[config.mk]
export PLATFORM = sky130hd
export DESIGN_NAME = rs232_rx_ctrl
export DESIGN_NICKNAME = d
export VERILOG_FILES = /design/src/rtl/rs232_rx_ctrl.sv
export SDC_FILE = /design/constraint.sdc
export NUM_CORES = 1
export LEC_CHECK = 0
export BUFFER_PORTS_ARGS = -buffer_cell sky130_fd_sc_hd__buf_2
export CORE_MARGIN = 8
export CORE_UTILIZATION = 58
export DETAILED_ROUTE_END_ITERATION = 10
export GPL_TIMING_DRIVEN = 0
export PLACE_DENSITY_LB_ADDON = 0.08
export SETUP_SLACK_MARGIN = 0.02
export SLEW_MARGIN = 15
export SYNTH_ARGS = -nofsm -noshare
export SYNTH_HDL_FRONTEND = slang
export SYNTH_SLANG_ARGS = --single-unit
[constraint.sdc]
create_clock -name clk_i -period 2.15 [get_ports clk_i]
set_clock_uncertainty 0.15 [all_clocks]
set_input_delay 0.3225 -clock clk_i [delete_from_list [all_inputs] [get_ports clk_i]]
set_output_delay 0.3225 -clock clk_i [all_outputs]
set_load 0.01 [all_outputs]
[src/rtl/rs232_rx_ctrl.sv]
// Purpose : RS-232 receive sequencer; finds the start bit, samples each bit at mid-bit,
//           shifts data in LSB first, checks the stop bit and strobes out the byte.
// Latency : rx_done_o rises BaudDiv/2 + (DataBits+1)*BaudDiv cycles after the first low rx_s
//           sample (+BaudDiv with parity); the rx_i to rx_s synchronizer adds 2 more cycles.
// Backpressure: none; the consumer must take data_o in the cycle rx_done_o is high.
//
// Optional feature macro: RS232_PARITY_EN (even-parity bit after the data, adds parity_err_o).
//
// Ports:
//   clk_i        system clock, rising edge
//   rst_i        asynchronous reset, active-high
//   rx_i         serial line, idle high, asynchronous to clk_i
//   data_o       last correctly framed byte, LSB = first bit received
//   rx_done_o    one-cycle strobe, data_o updated this cycle
//   frame_err_o  one-cycle strobe, stop bit sampled low
//   busy_o       high whenever the receiver is not idle
//   parity_err_o one-cycle strobe alongside rx_done_o on parity mismatch (macro only)
module rs232_rx_ctrl #(
  parameter int BaudDiv  = 434,
  parameter int CntWidth = 9,
  parameter int DataBits = 8
) (
  input  logic                clk_i,
  input  logic                rst_i,
  input  logic                rx_i,
  output logic [DataBits-1:0] data_o,
  output logic                rx_done_o,
  output logic                frame_err_o,
`ifdef RS232_PARITY_EN
  output logic                parity_err_o,
`endif
  output logic                busy_o
);

  localparam int BitW = (DataBits > 1) ? $clog2(DataBits) : 1;
  localparam logic [CntWidth-1:0] BitEnd  = CntWidth'(BaudDiv - 1);
  localparam logic [CntWidth-1:0] HalfEnd = CntWidth'(BaudDiv / 2 - 1);
  localparam logic [BitW-1:0]     LastBit = BitW'(DataBits - 1);

  typedef enum logic [2:0] {
    IDLE,
    START,
    DATA,
`ifdef RS232_PARITY_EN
    PARITY,
`endif
    STOP,
    BRK
  } state_e;

  typedef enum logic [1:0] {
    CNT_CLR,
    CNT_HOLD,
    CNT_INC
  } cnt_op_e;

  state_e                state_q, state_n;
  cnt_op_e               cnt_op;
  logic                  rx_meta, rx_s;
  logic [CntWidth-1:0]   baud_cnt;
  logic [BitW-1:0]       bit_cnt;
  logic [DataBits-1:0]   shift_q;
  logic                  bit_tick, half_tick;
  logic                  bit_clr, bit_inc, shift_en, load_en;
  logic                  done_n, ferr_n;
`ifdef RS232_PARITY_EN
  logic                  par_q, par_en, perr_n;
`endif

  // Two-flop synchronizer; resets to the idle line level so reset release cannot fake a start.
  always_ff @(posedge clk_i or posedge rst_i) begin
    if (rst_i) begin
      rx_meta <= 1'b1;
      rx_s    <= 1'b1;
    end else begin
      rx_meta <= rx_i;
      rx_s    <= rx_meta;
    end
  end

  assign bit_tick  = (baud_cnt == BitEnd);
  assign half_tick = (baud_cnt == HalfEnd);

  always_ff @(posedge clk_i or posedge rst_i) begin
    if (rst_i) begin
      baud_cnt <= '0;
    end else begin
      unique case (cnt_op)
        CNT_CLR:  baud_cnt <= '0;
        CNT_INC:  baud_cnt <= baud_cnt + 1'b1;
        default:  baud_cnt <= baud_cnt;
      endcase
    end
  end

  always_ff @(posedge clk_i or posedge rst_i) begin
    if (rst_i) begin
      bit_cnt <= '0;
    end else if (bit_clr) begin
      bit_cnt <= '0;
    end else if (bit_inc) begin
      bit_cnt <= bit_cnt + 1'b1;
    end
  end

  // New bit enters at the MSB so that after DataBits shifts the first bit sits in the LSB.
  always_ff @(posedge clk_i or posedge rst_i) begin
    if (rst_i) begin
      shift_q <= '0;
    end else if (shift_en) begin
      shift_q <= {rx_s, shift_q[DataBits-1:1]};
    end
  end

`ifdef RS232_PARITY_EN
  always_ff @(posedge clk_i or posedge rst_i) begin
    if (rst_i) begin
      par_q <= 1'b0;
    end else if (par_en) begin
      par_q <= rx_s;
    end
  end
`endif

  always_ff @(posedge clk_i or posedge rst_i) begin
    if (rst_i) begin
      state_q <= IDLE;
    end else begin
      state_q <= state_n;
    end
  end

  always_comb begin
    state_n  = state_q;
    cnt_op   = CNT_INC;
    bit_clr  = 1'b0;
    bit_inc  = 1'b0;
    shift_en = 1'b0;
    load_en  = 1'b0;
    done_n   = 1'b0;
    ferr_n   = 1'b0;
`ifdef RS232_PARITY_EN
    par_en   = 1'b0;
    perr_n   = 1'b0;
`endif
    unique case (state_q)
      IDLE: begin
        cnt_op = CNT_CLR;
        if (!rx_s) state_n = START;
      end
      START: begin
        // Re-check the line half a bit in; a high line here means a glitch, not a start bit.
        if (half_tick) begin
          cnt_op = CNT_CLR;
          if (rx_s) begin
            state_n = IDLE;
          end else begin
            state_n = DATA;
            bit_clr = 1'b1;
          end
        end
      end
      DATA: begin
        if (bit_tick) begin
          cnt_op   = CNT_CLR;
          shift_en = 1'b1;
          if (bit_cnt == LastBit) begin
`ifdef RS232_PARITY_EN
            state_n = PARITY;
`else
            state_n = STOP;
`endif
          end else begin
            bit_inc = 1'b1;
          end
        end
      end
`ifdef RS232_PARITY_EN
      PARITY: begin
        if (bit_tick) begin
          cnt_op  = CNT_CLR;
          par_en  = 1'b1;
          state_n = STOP;
        end
      end
`endif
      STOP: begin
        if (bit_tick) begin
          cnt_op = CNT_CLR;
          if (rx_s) begin
            load_en = 1'b1;
            done_n  = 1'b1;
`ifdef RS232_PARITY_EN
            perr_n  = (^shift_q) ^ par_q;
`endif
            state_n = IDLE;
          end else begin
            ferr_n  = 1'b1;
            state_n = BRK;
          end
        end
      end
      BRK: begin
        // A line held low must return high before another start bit can be recognised.
        cnt_op = CNT_HOLD;
        if (rx_s) state_n = IDLE;
      end
      default: begin
        state_n = IDLE;
      end
    endcase
  end

  always_ff @(posedge clk_i or posedge rst_i) begin
    if (rst_i) begin
      data_o       <= '0;
      rx_done_o    <= 1'b0;
      frame_err_o  <= 1'b0;
      busy_o       <= 1'b0;
`ifdef RS232_PARITY_EN
      parity_err_o <= 1'b0;
`endif
    end else begin
      if (load_en) data_o <= shift_q;
      rx_done_o    <= done_n;
      frame_err_o  <= ferr_n;
      busy_o       <= (state_n != IDLE);
`ifdef RS232_PARITY_EN
      parity_err_o <= perr_n;
`endif
    end
  end

endmodule

Yosys cells after proc, flatten, opt, wreduce, memory -nomap -nowiden
Cells that the tools add are included.
- register bits: 36
- bits in latches: 0
- word-level logic and storage cells: 54
- memories kept: 0
- ROM bits: 0
- memory bits (writable): 0
- equal/unequal tests: 8
- reductions and logical operators: 6
- shifts and indexed selects: 0
- bitwise operators: 0
- div/mod/pow operators: 0
- $add $sub $neg: 2
- mux-type cells: 28
- $lt $le $gt $ge: 0
- $mul: 0
- operators by type and width (operator ; count):
    $mux W3 ; 9
    $pmux W9 S2 ; 1
    $pmux W3 S5 ; 1
    $mux W1 ; 13
    $add A9 B1 Y9 const B ; 1
    $eq A9 B8 Y1 const B ; 1
    $eq A9 B9 Y1 const B ; 1
    $pmux W2 S4 ; 1
    $eq A3 B2 Y1 const B ; 2
    $eq A3 B3 Y1 const B ; 2
    $mux W2 ; 3
    $reduce_bool A2 Y1 ; 2
    $add A3 B1 Y3 const B ; 1
    $eq A3 B1 Y1 const B ; 1
    $logic_not A3 Y1 ; 1
    $reduce_bool A3 Y1 ; 1
    $eq A2 B2 Y1 const B ; 1
    $logic_not A2 Y1 ; 1
    $reduce_or A2 Y1 ; 1

Logic depth before layout (Yosys ltp)
Gate-level depths: netlist of run 1.
- depth after elaboration: 6
- mapped depth: 6
- gate-level depth less buffers: 6

Worst setup path after synthesis of run 1
OpenSTA, ideal clock, no wires.
- kind: flip-flop to flip-flop
- start: register baud_cnt[1]
- end: register data_o[0]
- setup slack: 0.239 ns
- required time: 1.875 ns
- library setup time: 0.125 ns
- arrival time: 1.637 ns
- path buffers: 0
- cell stages (with the launch flop): 7
- path through: dfrtp_1 -> inv_1 -> ha_1 -> and4bb_2 -> nand2_4 -> nor3_4 -> mux2_2
- cells in the longest elaborated chain, start to end: 3
- RTL lines (element ; line ; RTL):
    start: declaration ; 60 ; logic [CntWidth-1:0] baud_cnt;
    start signal: assignment ; 90 ; CNT_INC: baud_cnt <= baud_cnt + 1'b1;
    start signal: assignment ; 91 ; default: baud_cnt <= baud_cnt;
    $eq A9 B9 Y1 ; 81 ; assign bit_tick = (baud_cnt == BitEnd);
    $mux W1 (2 in a row) ; -- ;
    net done_n ; 65 ; logic done_n, ferr_n;
    end signal: assignment ; 224 ; if (load_en) data_o <= shift_q;
    end: declaration ; 26 ; output logic [DataBits-1:0] data_o,
The timed path passes the listed nets, and every way through them passes these cells.
A chain may end at the register's enable or synchronous reset.

Worst setup path after layout of run 1
- start: register baud_cnt[1]
- end: register shift_q[7]
- cells in the longest elaborated chain, start to end: 3
- RTL lines (element ; line ; RTL):
    $eq A9 B9 Y1 ; 81 ;
    $mux W1 ; 164 ; if (bit_tick) begin
    $mux W1 ; 146 ; unique case (state_q)
    end signal: assignment ; 111 ; shift_q <= {rx_s, shift_q[DataBits-1:1]};
    end: declaration ; 62 ; logic [DataBits-1:0] shift_q;
No other way between the ends.

==> out/qor.txt, run 1 <==
run status: completed
Starting Density: 0.606
sequential group share of total power: 0.618
Die Y: 69.7 um
largest net degree at the start of global routing: 37
gr ovfl total: 0
Pre-antenna DRT Iters: 4
metal3 WL: 114 um
Slew headroom: 0.520
Critical R2R Launch: baud_cnt[1]
Comb power frac: 0.018
YS warnings: 0
Mapped Area: 1670 um2
period utilisation layout: 0.948
Final Hold Fails: 0
placed wire-length estimate: 1.95 mm
worst-margin pin slew: 0.718 ns
critical path startpoint category: flip-flop
Total Wirelength: 2.86 mm
initial antenna violation count: 0
Crit path arrival time: 2.10 ns
vias in the first global route: 1,161
Worst Hold Class: reg2reg
Max-Cap Viols: 0
diodes inserted: 0
Max Used Layer: met4
R2R Setup Slk: 0.11 ns
RSZ-0062 raised after global routing: false
pre-CTS WS: 0.0541 ns
Yosys top cell by area: dfrtp_1
slack of the critical path: 0.113 ns
DP Area: 1780 um2
first-pass GRT wire length: 5.09 mm
Max IR drop VDD: 0.000616 V
worst skew pair latency: 0.33 ns
Pint: 0.878 mW
r2r worst-path depth: 6
max-slew violations: 0
Synth top area share: 0.509
vias: 1,102
Psw: 0.227 mW
GRT Total Usage: 0.127
DRT met1 WL: 1.29 mm
share of cells above drive strength 1: 0.323
fill count: 214
Worst-path clk slew: 0.10 ns
GPL Wtd Cong: 0.886
design area: 1880 um2
min-delay src: rx_meta
num ports: 14
fin crit period: 2.04 ns
Cells on Worst Hold Path: 0
Worst R2R End: shift_q[7]
Post-synth top flop: dfrtp_1
CTS tree: built
hold slack: 0.211 ns
PwrDens: 588 nW/um2
DR DRC count: 0
Area growth syn-to-layout: 12.4%
clk buf depth: 2
WS Path Type: reg2reg
die area: 4860 um2
root buf cell: clkbuf_4
Mean Syn Cell Area: 12.3 um2
register area: 903 um2
CORE AREA: 2760 um2
Crit path required time: 2.21 ns
port bufs: 13
register area share after synthesis: 0.540
clk sinks: 36
post-layout util: 0.681
sw frac: 0.206
Post-synth EDFFs: 0
Syn Nets: 144
Hold Path Sink: rx_s
clock share of power: 0.364
Final setup viols: 0
DRT antenna net count: 0
Mapped Cells: 136
nets@finish: 168
WL per Instance: 14.9 um
Seq cells post-synth: 36
row count: 19
footprint of the multi-input gates: 732 um2
WL met2: 1.41 mm
width of the die: 69.7 um
Distinct cells, synth: 38
top cells by area, synth: dfrtp_1 51%, mux2_2 11%, ha_1 3.7%
Num CTS Buffers: 5
Peak Freq: 491 MHz
endpoint class of the critical path: flip-flop
TNS Setup: 0 ns
CP Max Fanout: 8
1st-iter DRT viols: 81
Lkg Pwr: 0.930 nW
CTS H-tree lvls: 2
ys async rst share: 1.00
vias per std cell: 5.74
## power by group through the flow
stage | combinational, mW | sequential (mW) | clock (mW)
final | 0.0200 | 0.683 | 0.402
after floorplan | 0.0125 | 0.695 | 0
after global placement | 0.0172 | 0.696 | 0
after detailed placement | 0.0186 | 0.696 | 0
after global routing | 0.0237 | 0.684 | 0.452
after CTS | 0.0212 | 0.683 | 0.415
## per-layer routing
metal  vias to the layer above  global-route usage
met5                         -                   0
met3                         5              0.0544
met4                         0              0.0558
li1                        536                   -
met2                        19               0.206
met1                       542               0.142
## synth_stat cells (2+ instances only)
cell type  count
inv_1          5
a22o_1         4
nor4_1         2
nand4_1        2
dfrtp_1       34
ha_1           5
a31oi_1        3
o31ai_1        2
buf_2          2
a21oi_1        2
nor3b_1        2
nand3_1        2
xnor2_1        7
nand2_1        5
mux2_2        17
nor2_1        13
clkbuf_1       2
nand2b_1       3
dfstp_2        2
o21ai_0        2
nor3_1         3
## worst max path at each step
stage,to,slack [ns],startpoint
floorplan,data_o[0],0.24,baud_cnt[1]
global placement,data_o[7],0.07,baud_cnt[1]
detailed placement,data_o[7],0.05,baud_cnt[1]
CTS,shift_q[7],0.05,baud_cnt[1]
global route,shift_q[7],0.02,baud_cnt[1]
finish,shift_q[7],0.11,baud_cnt[1]
## area by class of cell
| cell class | instances | share of cell area |
|---|---|---|
| Buffer | 4 | 0.00932 |
| Tap cell | 31 | 0.0206 |
| Multi-Input combinational cell | 91 | 0.389 |
| Inverter | 5 | 0.00999 |
| Timing Repair Buffer | 17 | 0.0533 |
| Clock buffer | 8 | 0.0366 |
| Sequential cell | 36 | 0.481 |
## state kept, by name, summed over array words and instances (netlist names)
signal       flops
rx_s             1
frame_err_o      1
baud_cnt         9
busy_o           1
rx_done_o        1
rx_meta          1
state_q          3
bit_cnt          3
data_o           8
shift_q          8
## kinds of logic (layout without fill, tap and decap cells)
group / count (synthesis) / count (layout) / synth area share
AOI/OAI and AO/OA: 17 / 17 / 0.0853
buffers and inverters: 9 / 34 / 0.0217
xor gates and xnor gates: 7 / 7 / 0.0367
DFF: 36 / 36 / 0.540
muxes: 17 / 17 / 0.115
adders and majority gates: 5 / 5 / 0.0374
and+or+nand+nor: 45 / 45 / 0.164
## stage by stage
step | cells | power, mW
2_1_floorplan | 136 | 0.707
3_3_place_gp | 180 | 0.713
3_5_place_dp | 180 | 0.714
4_1_cts | 190 | 1.12
5_1_grt | 192 | 1.16
6_report | 192 | 1.10
## repair_timing
action                                  in CTS  in global routing
gates resized for setup                      0                  1
endpoints found under the hold margin       35                  0
buffers inserted                             0                  2
hold buffers                                 2                  0
pin swaps                                    1                  1
endpoints found under the setup margin       1                 16
## cells in the final DEF (no fill, tap or decap), types with 3 or more instances in the layout
cell type and count:
a22o_1 4, a31oi_1 3, buf_2 15, clkbuf_1 3, clkbuf_4 5, dfrtp_1 34, ha_1 5, inv_1 4
mux2_2 17, nand2_1 5, nand2b_1 3, nor2_1 13, nor3_1 3, xnor2_1 7
## critical path, stage by stage, from the launching register on
cell and delay (ns):
dfrtp_1 0.42, inv_1 0.11, ha_1 0.14, and4bb_2 0.26, and2_1 0.26, nand3_2 0.24, mux2_2 0.33
(Power assumes the default switching activity.)
==> run 2: changes to the inputs <==
CELL_PAD_IN_SITES_DETAIL_PLACEMENT = 1   (was not set)
CELL_PAD_IN_SITES_GLOBAL_PLACEMENT = 1   (was not set)
CORE_UTILIZATION = 47   (was 58)
==> out/qor.txt, run 2 (synthesis gave the netlist of run 1 again) <==
Die Y: 75.6 um (+8.5%)
WL per Instance: 16.9 um (+13%)
share of cells above drive strength 1: 0.340 (+0.0165)
max FFs per register: 9 (unchanged)
DRT antenna net count: 0 (unchanged)
CTS H-tree lvls: 2 (unchanged)
clk buf depth: 2 (unchanged)
CP Cell Sequence: inv_1 -> ha_1 -> and4bb_2 -> nand2_4 -> o32a_1 -> mux2_2
CP Max Fanout: 7 (-1)
worst-margin pin slew: 0.733 ns (+0.0145 ns)
Largest regs: baud_cnt (9), data_o (8), shift_q (8)
critical path startpoint category: flip-flop
gr ovfl total: 0 (unchanged)
initial antenna violation count: 0 (unchanged)
die area: 5720 um2 (+18%)
vias per std cell: 5.40 (-5.8%)
GPL Wtd Cong: 0.824 (-7.0%)
Worst-path clk slew: 0.11 ns (about the same)
Area growth syn-to-layout: 17.1%
Crit path arrival time: 2.10 ns (about the same)
DR DRC count: 0 (unchanged)
GRT Total Usage: 0.145 (+0.0179)
post-layout util: 0.578 (-0.104)
WS Path Type: reg2reg
commonest cells after routing, fill and taps aside: 34 x dfrtp_1, 17 x mux2_2, 15 x buf_2
largest net degree at the start of global routing: 37 (unchanged)
period utilisation layout: 0.939 (-0.00822)
clk sinks: 36 (unchanged)
run status: completed
diodes inserted: 0 (unchanged)
Crit path buffers/inverters: 1 (unchanged)
Max Used Layer: met4
WL met2: 1.87 mm (+32%)
placed cell count: 195 (+8.3%)
fin crit period: 2.02 ns (-0.0177 ns)
Max-Cap Viols: 0 (unchanged)
Pre-antenna DRT Iters: 4 (unchanged)
Lkg Pwr: 0.949 nW (+2.1%)
fill count: 349 (+63%)
RSZ-0062 raised after global routing: false
port bufs: 13 (unchanged)
1st-iter DRT viols: 55 (-32%)
endpoint class of the critical path: flip-flop
vias in the first global route: 1,267 (+9.1%)
PwrDens: 635 nW/um2 (+8.0%)
Top reg by flops: baud_cnt
Max IR drop VDD: 0.000452 V (-27%)
max-slew violations: 0 (unchanged)
Final Hold Fails: 0 (unchanged)
nets@finish: 169 (+0.60%)
worst skew pair latency: 0.35 ns (+0.02 ns)
Crit path required time: 2.23 ns (+0.02 ns)
Num CTS Buffers: 5 (unchanged)
CTS tree: built
CORE AREA: 3390 um2 (+23%)
vias: 1,124 (+2.0%)
Post-Layout Cell Count: 208 (+8.3%)
Final setup viols: 0 (unchanged)
DP Area: 1790 um2 (+1.1%)
Slew headroom: 0.511 (-0.00965)
row count: 21 (+2)
metal3 WL: 131 um (+15%)
root buf cell: clkbuf_4
Worst Hold Class: reg2reg
first-pass GRT wire length: 6.11 mm (+20%)
CP max stage cell: dfrtp_1
design area: 1960 um2 (+4.2%)
width of the die: 75.6 um (+8.5%)
Total Wirelength: 3.52 mm (+23%)
placed wire-length estimate: 2.42 mm (+24%)
commonest non-fill, non-tap cell in the layout: dfrtp_1
Crit path largest cell delay: 0.42 ns (about the same)
DRT met1 WL: 1.46 mm (+13%)
Starting Density: 0.493 (-0.113)
num ports: 14 (unchanged)
CP delay by family, top: flip-flops
Peak Freq: 495 MHz (+0.88%)
==> run 2: worst register-to-register path, stage by stage, from the launching register on <==
cell and delay (ns):
dfrtp_1 0.42, inv_1 0.10, ha_1 0.15, and4bb_2 0.28, nand2_4 0.11, o32a_1 0.41
mux2_2 0.29
==> run 2: layout make-up <==
type,instances,area [um2],area share
well taps,46,57.6,0.0294
repair buffers,18,120,0.0613
clock buffers,7,65.1,0.0332
multi-input cells,91,746,0.381
flip-flops and latches,36,903,0.461
clock inverters,1,30.0,0.0153
inverters,5,18.8,0.00958
plain buffers,4,17.5,0.00895
==> run 2: final timing paths <==
| path | cells past startpoint | startpoint | to | slack, ns |
|---|---|---|---|---|
| max in group asynchronous | 3 | rst_i | shift_q[7] | 0.89 |
| hold / removal | 0 | rx_meta | rx_s | 0.22 |
| setup reg to reg | 6 | baud_cnt[1] | bit_cnt[0] | 0.13 |
| min in group asynchronous | 3 | rst_i | baud_cnt[5] | 0.48 |
| setup / recovery | 6 | baud_cnt[1] | bit_cnt[0] | 0.13 |
| hold reg to reg | 0 | rx_meta | rx_s | 0.22 |
==> run 2: report_power, final <==
part	internal [mW]	switching, mW	total, mW
clock network	0.309	0.231	0.539
logic	0.00498	0.0154	0.0204
registers	0.680	0.00249	0.683
==> run 2: repair_timing <==
action / 4_1_cts / 5_1_grt
pin swaps: 1 / 1
gates cloned: 0 / 0
hold buffers: 2 / 0
buffers inserted: 1 / 2
hold endpoints to repair: 35 / 0
endpoints found under the setup margin: 16 / 17
resized for setup: 1 / 2
==> run 2: stage by stage <==
step / setup slack, ns / TNS (ns) / hold slack, ns / power [mW]
2_1_floorplan: 0.239 / 0 / 0.177 / 0.707
5_1_grt: 0.0307 / 0 / 0.224 / 1.29
3_3_place_gp: 0.0386 / 0 / 0.198 / 0.713
4_1_cts: 0.0499 / 0 / 0.220 / 1.26
3_5_place_dp: -0.0432 / -0.241 / 0.204 / 0.715
6_report: 0.131 / 0 / 0.216 / 1.24
==> run 2: metal layers <==
layer,global-route usage,vias up
met5,0,-
met4,0.0576,0
met3,0.0461,6
met2,0.249,22
met1,0.163,558
li1,-,538
